File: config.mk
export PLATFORM = sky130hd
export DESIGN_NAME = mem_port_arbiter
export DESIGN_NICKNAME = d
export VERILOG_FILES = /design/src/rtl/mem_port_arbiter.sv
export SDC_FILE = /design/constraint.sdc
export NUM_CORES = 1
export LEC_CHECK = 0
export BUFFER_PORTS_ARGS = -buffer_cell sky130_fd_sc_hd__buf_2
export CAP_MARGIN = 20
export CORE_MARGIN = 10
export CORE_UTILIZATION = 50
export CTS_CLUSTER_DIAMETER = 60
export DETAILED_ROUTE_END_ITERATION = 12
export PLACE_DENSITY = 0.93
export SYNTH_ARGS = -nofsm -noshare
export SYNTH_HDL_FRONTEND = slang
export SYNTH_SLANG_ARGS = --single-unit
File: constraint.sdc
create_clock -name clk -period 3.8 [get_ports clk]
set_input_delay 0.19 -clock clk [delete_from_list [all_inputs] [get_ports clk]]
set_output_delay 0.19 -clock clk [all_outputs]
set_load 0.01 [all_outputs]
File: src/rtl/mem_port_arbiter.sv
// ---------------------------------------------------------------------------
// mem_port_arbiter
//
// Shares one single-port memory between instruction fetch (IF) and the
// load/store stage (MEM). One transaction is in flight at a time. Data
// accesses win arbitration, but a starvation counter forces a fetch grant
// after STARVE_LIMIT consecutive data grants made while a fetch was waiting.
//
// Ports
//   clk, rst          clock; synchronous active-low reset
//   if_req/if_addr    fetch request, held until if_ack
//   if_ack/if_rdata   one-cycle completion pulse and fetched word (held)
//   d_req/d_we/d_wmask/d_addr/d_wdata
//                     load/store request, held until d_ack
//   d_ack/d_rdata     one-cycle completion pulse and load data (held)
//   stall_if          if_req & ~if_ack
//   stall_mem         d_req & ~d_ack
//   mem_valid/mem_ready/mem_we/mem_wmask/mem_addr/mem_wdata
//                     registered command channel (valid/ready handshake)
//   mem_rvalid/mem_rdata
//                     response: read data valid or write complete
// ---------------------------------------------------------------------------
module mem_port_arbiter #(
   parameter int DATA_WIDTH   = 32,
   parameter int ADDR_WIDTH   = 32,
   parameter int STARVE_LIMIT = 4
) (
   input  logic                  clk,
   input  logic                  rst,
   // instruction fetch port
   input  logic                  if_req,
   input  logic [ADDR_WIDTH-1:0] if_addr,
   output logic                  if_ack,
   output logic [DATA_WIDTH-1:0] if_rdata,
   // data port
   input  logic                  d_req,
   input  logic                  d_we,
   input  logic [3:0]            d_wmask,
   input  logic [ADDR_WIDTH-1:0] d_addr,
   input  logic [DATA_WIDTH-1:0] d_wdata,
   output logic                  d_ack,
   output logic [DATA_WIDTH-1:0] d_rdata,
   // pipeline stalls
   output logic                  stall_if,
   output logic                  stall_mem,
   // memory port
   output logic                  mem_valid,
   input  logic                  mem_ready,
   output logic                  mem_we,
   output logic [3:0]            mem_wmask,
   output logic [ADDR_WIDTH-1:0] mem_addr,
   output logic [DATA_WIDTH-1:0] mem_wdata,
   input  logic                  mem_rvalid,
   input  logic [DATA_WIDTH-1:0] mem_rdata
);

   localparam logic [2:0] IDLE    = 3'd0;
   localparam logic [2:0] ISSUE_I = 3'd1;
   localparam logic [2:0] WAIT_I  = 3'd2;
   localparam logic [2:0] ISSUE_D = 3'd3;
   localparam logic [2:0] WAIT_D  = 3'd4;

   localparam logic [3:0] STARVE_MAX = 4'(STARVE_LIMIT);

   logic [2:0] state;
   logic [3:0] starve_cnt;

   logic starve_hit;
   logic grant_d;
   logic ack_cycle;
   logic issue_st;
   logic wait_st;
   logic is_d;
   logic complete;

   // Fetch is forced only when it is actually waiting and the data side has
   // used up its run of consecutive grants.
   assign starve_hit = if_req && (starve_cnt == STARVE_MAX);
   assign grant_d    = d_req && !starve_hit;

   // The cycle in which an ack is visible is spent in IDLE without granting,
   // so the acked requester can drop or change its request first.
   assign ack_cycle  = if_ack || d_ack;

   assign issue_st   = (state == ISSUE_I) || (state == ISSUE_D);
   assign wait_st    = (state == WAIT_I)  || (state == WAIT_D);
   assign is_d       = (state == ISSUE_D) || (state == WAIT_D);

   // A zero-latency memory may answer in the same cycle it accepts the
   // command; that response finishes the transaction directly.
   assign complete   = (issue_st && mem_ready && mem_rvalid) ||
                       (wait_st  && mem_rvalid);

   assign stall_if   = if_req && !if_ack;
   assign stall_mem  = d_req  && !d_ack;

   // NOTE: sequential state uses non-blocking assignments so every register
   // samples the pre-edge values regardless of statement order.
   always_ff @(posedge clk) begin
      // NOTE: reset is synchronous, so it is an ordinary branch evaluated on
      // the clock edge rather than an entry in the sensitivity list.
      if (!rst) begin
         state      <= IDLE;
         starve_cnt <= '0;
         mem_valid  <= 1'b0;
         mem_we     <= 1'b0;
         mem_wmask  <= 4'b0000;
         mem_addr   <= '0;
         mem_wdata  <= '0;
         if_ack     <= 1'b0;
         d_ack      <= 1'b0;
         if_rdata   <= '0;
         d_rdata    <= '0;
      end else begin
         // acks are single-cycle pulses unless a completion re-arms them
         if_ack <= 1'b0;
         d_ack  <= 1'b0;

         case (state)
            IDLE: begin
               if (!if_req) begin
                  starve_cnt <= '0;
               end
               if (!ack_cycle) begin
                  if (grant_d) begin
                     state     <= ISSUE_D;
                     mem_valid <= 1'b1;
                     mem_we    <= d_we;
                     mem_wmask <= d_we ? d_wmask : 4'b0000;
                     mem_addr  <= d_addr;
                     mem_wdata <= d_wdata;
                     if (if_req && (starve_cnt != STARVE_MAX)) begin
                        starve_cnt <= starve_cnt + 4'd1;
                     end
                  end else if (if_req) begin
                     state      <= ISSUE_I;
                     mem_valid  <= 1'b1;
                     mem_we     <= 1'b0;
                     mem_wmask  <= 4'b0000;
                     mem_addr   <= if_addr;
                     starve_cnt <= '0;
                  end
               end
            end

            ISSUE_I, ISSUE_D: begin
               if (mem_ready) begin
                  mem_valid <= 1'b0;
                  if (!mem_rvalid) begin
                     state <= is_d ? WAIT_D : WAIT_I;
                  end
               end
            end

            WAIT_I, WAIT_D: begin
               // waiting for mem_rvalid; completion handled below
            end

            default: begin
               state     <= IDLE;
               mem_valid <= 1'b0;
            end
         endcase

         if (complete) begin
            state <= IDLE;
            if (is_d) begin
               d_ack <= 1'b1;
               // stores complete without touching the held load data
               if (!mem_we) begin
                  d_rdata <= mem_rdata;
               end
            end else begin
               if_ack   <= 1'b1;
               if_rdata <= mem_rdata;
            end
         end
      end
   end

endmodule

==> results_dict.tcl <==
set metrics [dict create \
    crit_path_end_kind "register" \
    drt_iter0_drc 343 \
    root_buffer "clkbuf_16" \
    drv_slew 0 \
    grt_overflow 0 \
    synthDistinctLibCells 36 \
    crit_path_start_kind "register" \
    placed_area_sq_um 6994 \
    setup_viol 0 \
    io_buffers 276 \
    rsz0062_at_grt "false" \
    cts_resized 0 \
    internal_power_mw 3.296 \
    netlist_top_cells_area "dfxtp_1, nand2_1, mux2i_1" \
    ant_nets 0 \
    routedWlPerCell_microns 17.51 \
    clock_latency_ps 410 \
    clk_pin_slew_worst_paths_ps 60 \
    reg2reg_setup_slack_ps 1700 \
    worst-setup-path-type "reg -> reg" \
    hold_class "in -> reg" \
    power_frac_comb_pct 22.4 \
    leakage_nw 4.082 \
    area_growth_pct 40.51 \
    rr_endpoint "mem_addr[30]" \
    power_mw 4.655 \
    path_buf_inv 0 \
    grt_pass1_vias 5673 \
    vias_per_cell 5.276 \
    remaining_drc_errors 0 \
    core_sq_um 10980 \
    grt_usage_pct 22.25 \
    final_common_cell "buf_2" \
    slowest_delay_ps 890 \
    cts_buffers 17 \
    holdPathStages 3 \
    worst-path-stages 4 \
    arrival_ps 2440 \
    postLayoutCellArea_sq_um 7955 \
    worst_r2r_path_depth 4 \
    synth_area_sq_um 5662 \
    finalCriticalPeriod_ps 2099 \
    synth_top_area_cell "dfxtp_1" \
    relSlewSlack_pct 32.54 \
    place_congestion 0.9025 \
    skew_ps 11.20 \
    holdWs_ps 7.484 \
    fp-row-count 38 \
    cts_buffer_depth 2 \
    start_util_pct 51.55 \
    routed-via-count 5735 \
    power.share.clock_pct 38.4 \
    first_pass_iters 6 \
    clock.fmax_ghz 0.4765 \
    dieArea_sq_um 15980 \
    antennaDiodeCount 0 \
    ios 277 \
    yosysSeqAreaShare_pct 50.56 \
    ir_worst_vdd_mv 0.4896 \
    synth_top_area_share_pct 50.56 \
    share_seq_of_total_power_pct 39.2 \
    grt_pass1_wl_microns 29250 \
    grt_max_degree 94 \
    reg2reg_from "state[2]" \
    nNetsFinal 1075 \
    final_core_util_pct 72.43 \
    cp_max_fo 37 \
    htreeDepth 4 \
    path_delay_family "compound AO/OA/AOI/OAI gates" \
    cts_tree "built" \
    worst_slew_pin_slew_ps 1012 \
    drt_wl_total_microns 19030 \
    maxCapViolations 0 \
    final.setup.tns_ps 0 \
    ys.warnings.count 0 \
    cts.sinks 143 \
    power_switching_mw 1.359 \
    hold_end "mem_wdata[26]" \
    synth-seq-cells 143 \
    postCtsSetupBuffers 0 \
    period_share_pct 55.23 \
    mostFrequentLayoutCells "buf_2, nand2_1, dfxtp_1" \
    powerDensity_nw_per_um2 585.2 \
    cp_data_required_time_ps 4140 \
    crit_chain "nor3_4 > o211a_1 > o21ai_0 > a21oi_1" \
    crit_path_top_delay_cell "o211a_1" \
    switching_share_pct 29.19 \
    die-height_microns 126.4 \
    hp-start "d_wdata[26]" \
    fp.dieW_microns 126.4 \
    final-hold-violation-count 0 \
    syn_area_per_cell_sq_um 8.644 \
    hpwl_microns 12980 \
    cp-startpoint "state[2]" \
    synth_nets 796 \
    drive_above_1_share_pct 34.11 \
    syn_inst 655 \
    antenna_found_initial 0 \
    status "complete, no violations" \
]
==> layout make-up <==
cell class / count / area (sq um)
Fill cell: 765 / 3028
Sequential cell: 143 / 2863
Multi-Input combinational cell: 456 / 2501
Timing Repair Buffer: 313 / 1769
Clock buffer: 19 / 442.9
Clock inverter: 13 / 192.7
Tap cell: 140 / 175.2
Inverter: 3 / 11.26
==> power groups by stage <==
stage          Combinational, mW  Clock, mW  Sequential, mW
6_report                    1.04       1.79            1.82
5_1_grt                     1.14       1.88            1.85
4_1_cts                     1.02       1.81            1.82
3_5_place_dp               0.988          0            1.84
3_3_place_gp               0.971          0            1.83
2_1_floorplan              0.527          0            1.93
==> registers in the layout, indices dropped and copies added, names as in the netlist <==
| register | count |
|---|---|
| mem_we | 1 |
| d_rdata | 32 |
| if_ack | 1 |
| mem_wmask | 4 |
| mem_wdata | 32 |
| mem_valid | 1 |
| state | 3 |
| starve_cnt | 4 |
| d_ack | 1 |
| if_rdata | 32 |
| mem_addr | 32 |
==> layer usage <==
| layer | vias up | share of wire [%] | track usage, % |
|---|---|---|---|
| li1 | 2785 | - | - |
| met1 | 2652 | 37 | 23.36 |
| met2 | 265 | 51 | 38.85 |
| met3 | 33 | 9.0 | 9.121 |
| met4 | 0 | 2.4 | 8.640 |
| met5 | - | 0 | 0 |
==> worst max-delay path by stage <==
| stage | to | slack (ps) |
|---|---|---|
| 2_1_floorplan | mem_addr[10] | 2230 |
| 3_3_place_gp | state[1] | 1730 |
| 3_5_place_dp | state[1] | 1660 |
| 4_1_cts | mem_wdata[8] | 1620 |
| 5_1_grt | mem_wmask[3] | 1470 |
| 6_report | mem_addr[30] | 1700 |
==> per-stage QoR <==
| step | instances | setup WS [ps] |
|---|---|---|
| after global placement | 1026 | 1728 |
| after global routing | 1087 | 1467 |
| after CTS | 1085 | 1618 |
| after detailed placement | 1026 | 1659 |
| final | 1087 | 1701 |
| after floorplan | 655 | 2226 |
==> logic make-up after synthesis <==
| family | share of synthesized area (%) |
|---|---|
| DFF | 50.56 |
| muxes | 11.71 |
| and+or+nand+nor | 20.97 |
| buffers and inverters | 5.370 |
| adders and majority gates | 0.4419 |
| AOI/OAI and AO/OA | 10.94 |
==> Yosys cell counts <==
master and number:
or2_2 1, o2bb2ai_1 1, o211a_1 1, nand3b_1 2, buf_6 4, a31oi_1 1, buf_1 2, o211ai_1 1
clkbuf_1 32, and2_1 2, nor3_4 1, a22o_1 1, o31ai_1 1, a21boi_0 6, nand2b_1 1, mux2_2 2
inv_1 3, nor2b_1 3, nand2_1 173, nand4b_1 2, a21oi_1 67, nor3_1 2, dfxtp_1 143, and4_1 1
nor2_1 5, and3_1 1, mux2i_1 64, nand3_1 69, nand2_2 1, buf_2 12, buf_12 3, nand4_1 5
o21ai_0 38, ha_1 2, nor3b_2 1, nor4_1 1
==> worst reg2reg max path, delay by kind of cell (launching register included) <==
family | cells | cell delay, ps
AO/OA/AOI/OAI | 3 | 1310
flip-flops | 1 | 390
AND/OR/NAND/NOR | 1 | 340
==> repair_timing <==
item,in CTS,in global routing
endpoints found under the setup margin,0,0
endpoints found under the hold margin,27,0
hold buffers,27,0
Power figures use the tool's default switching activity.
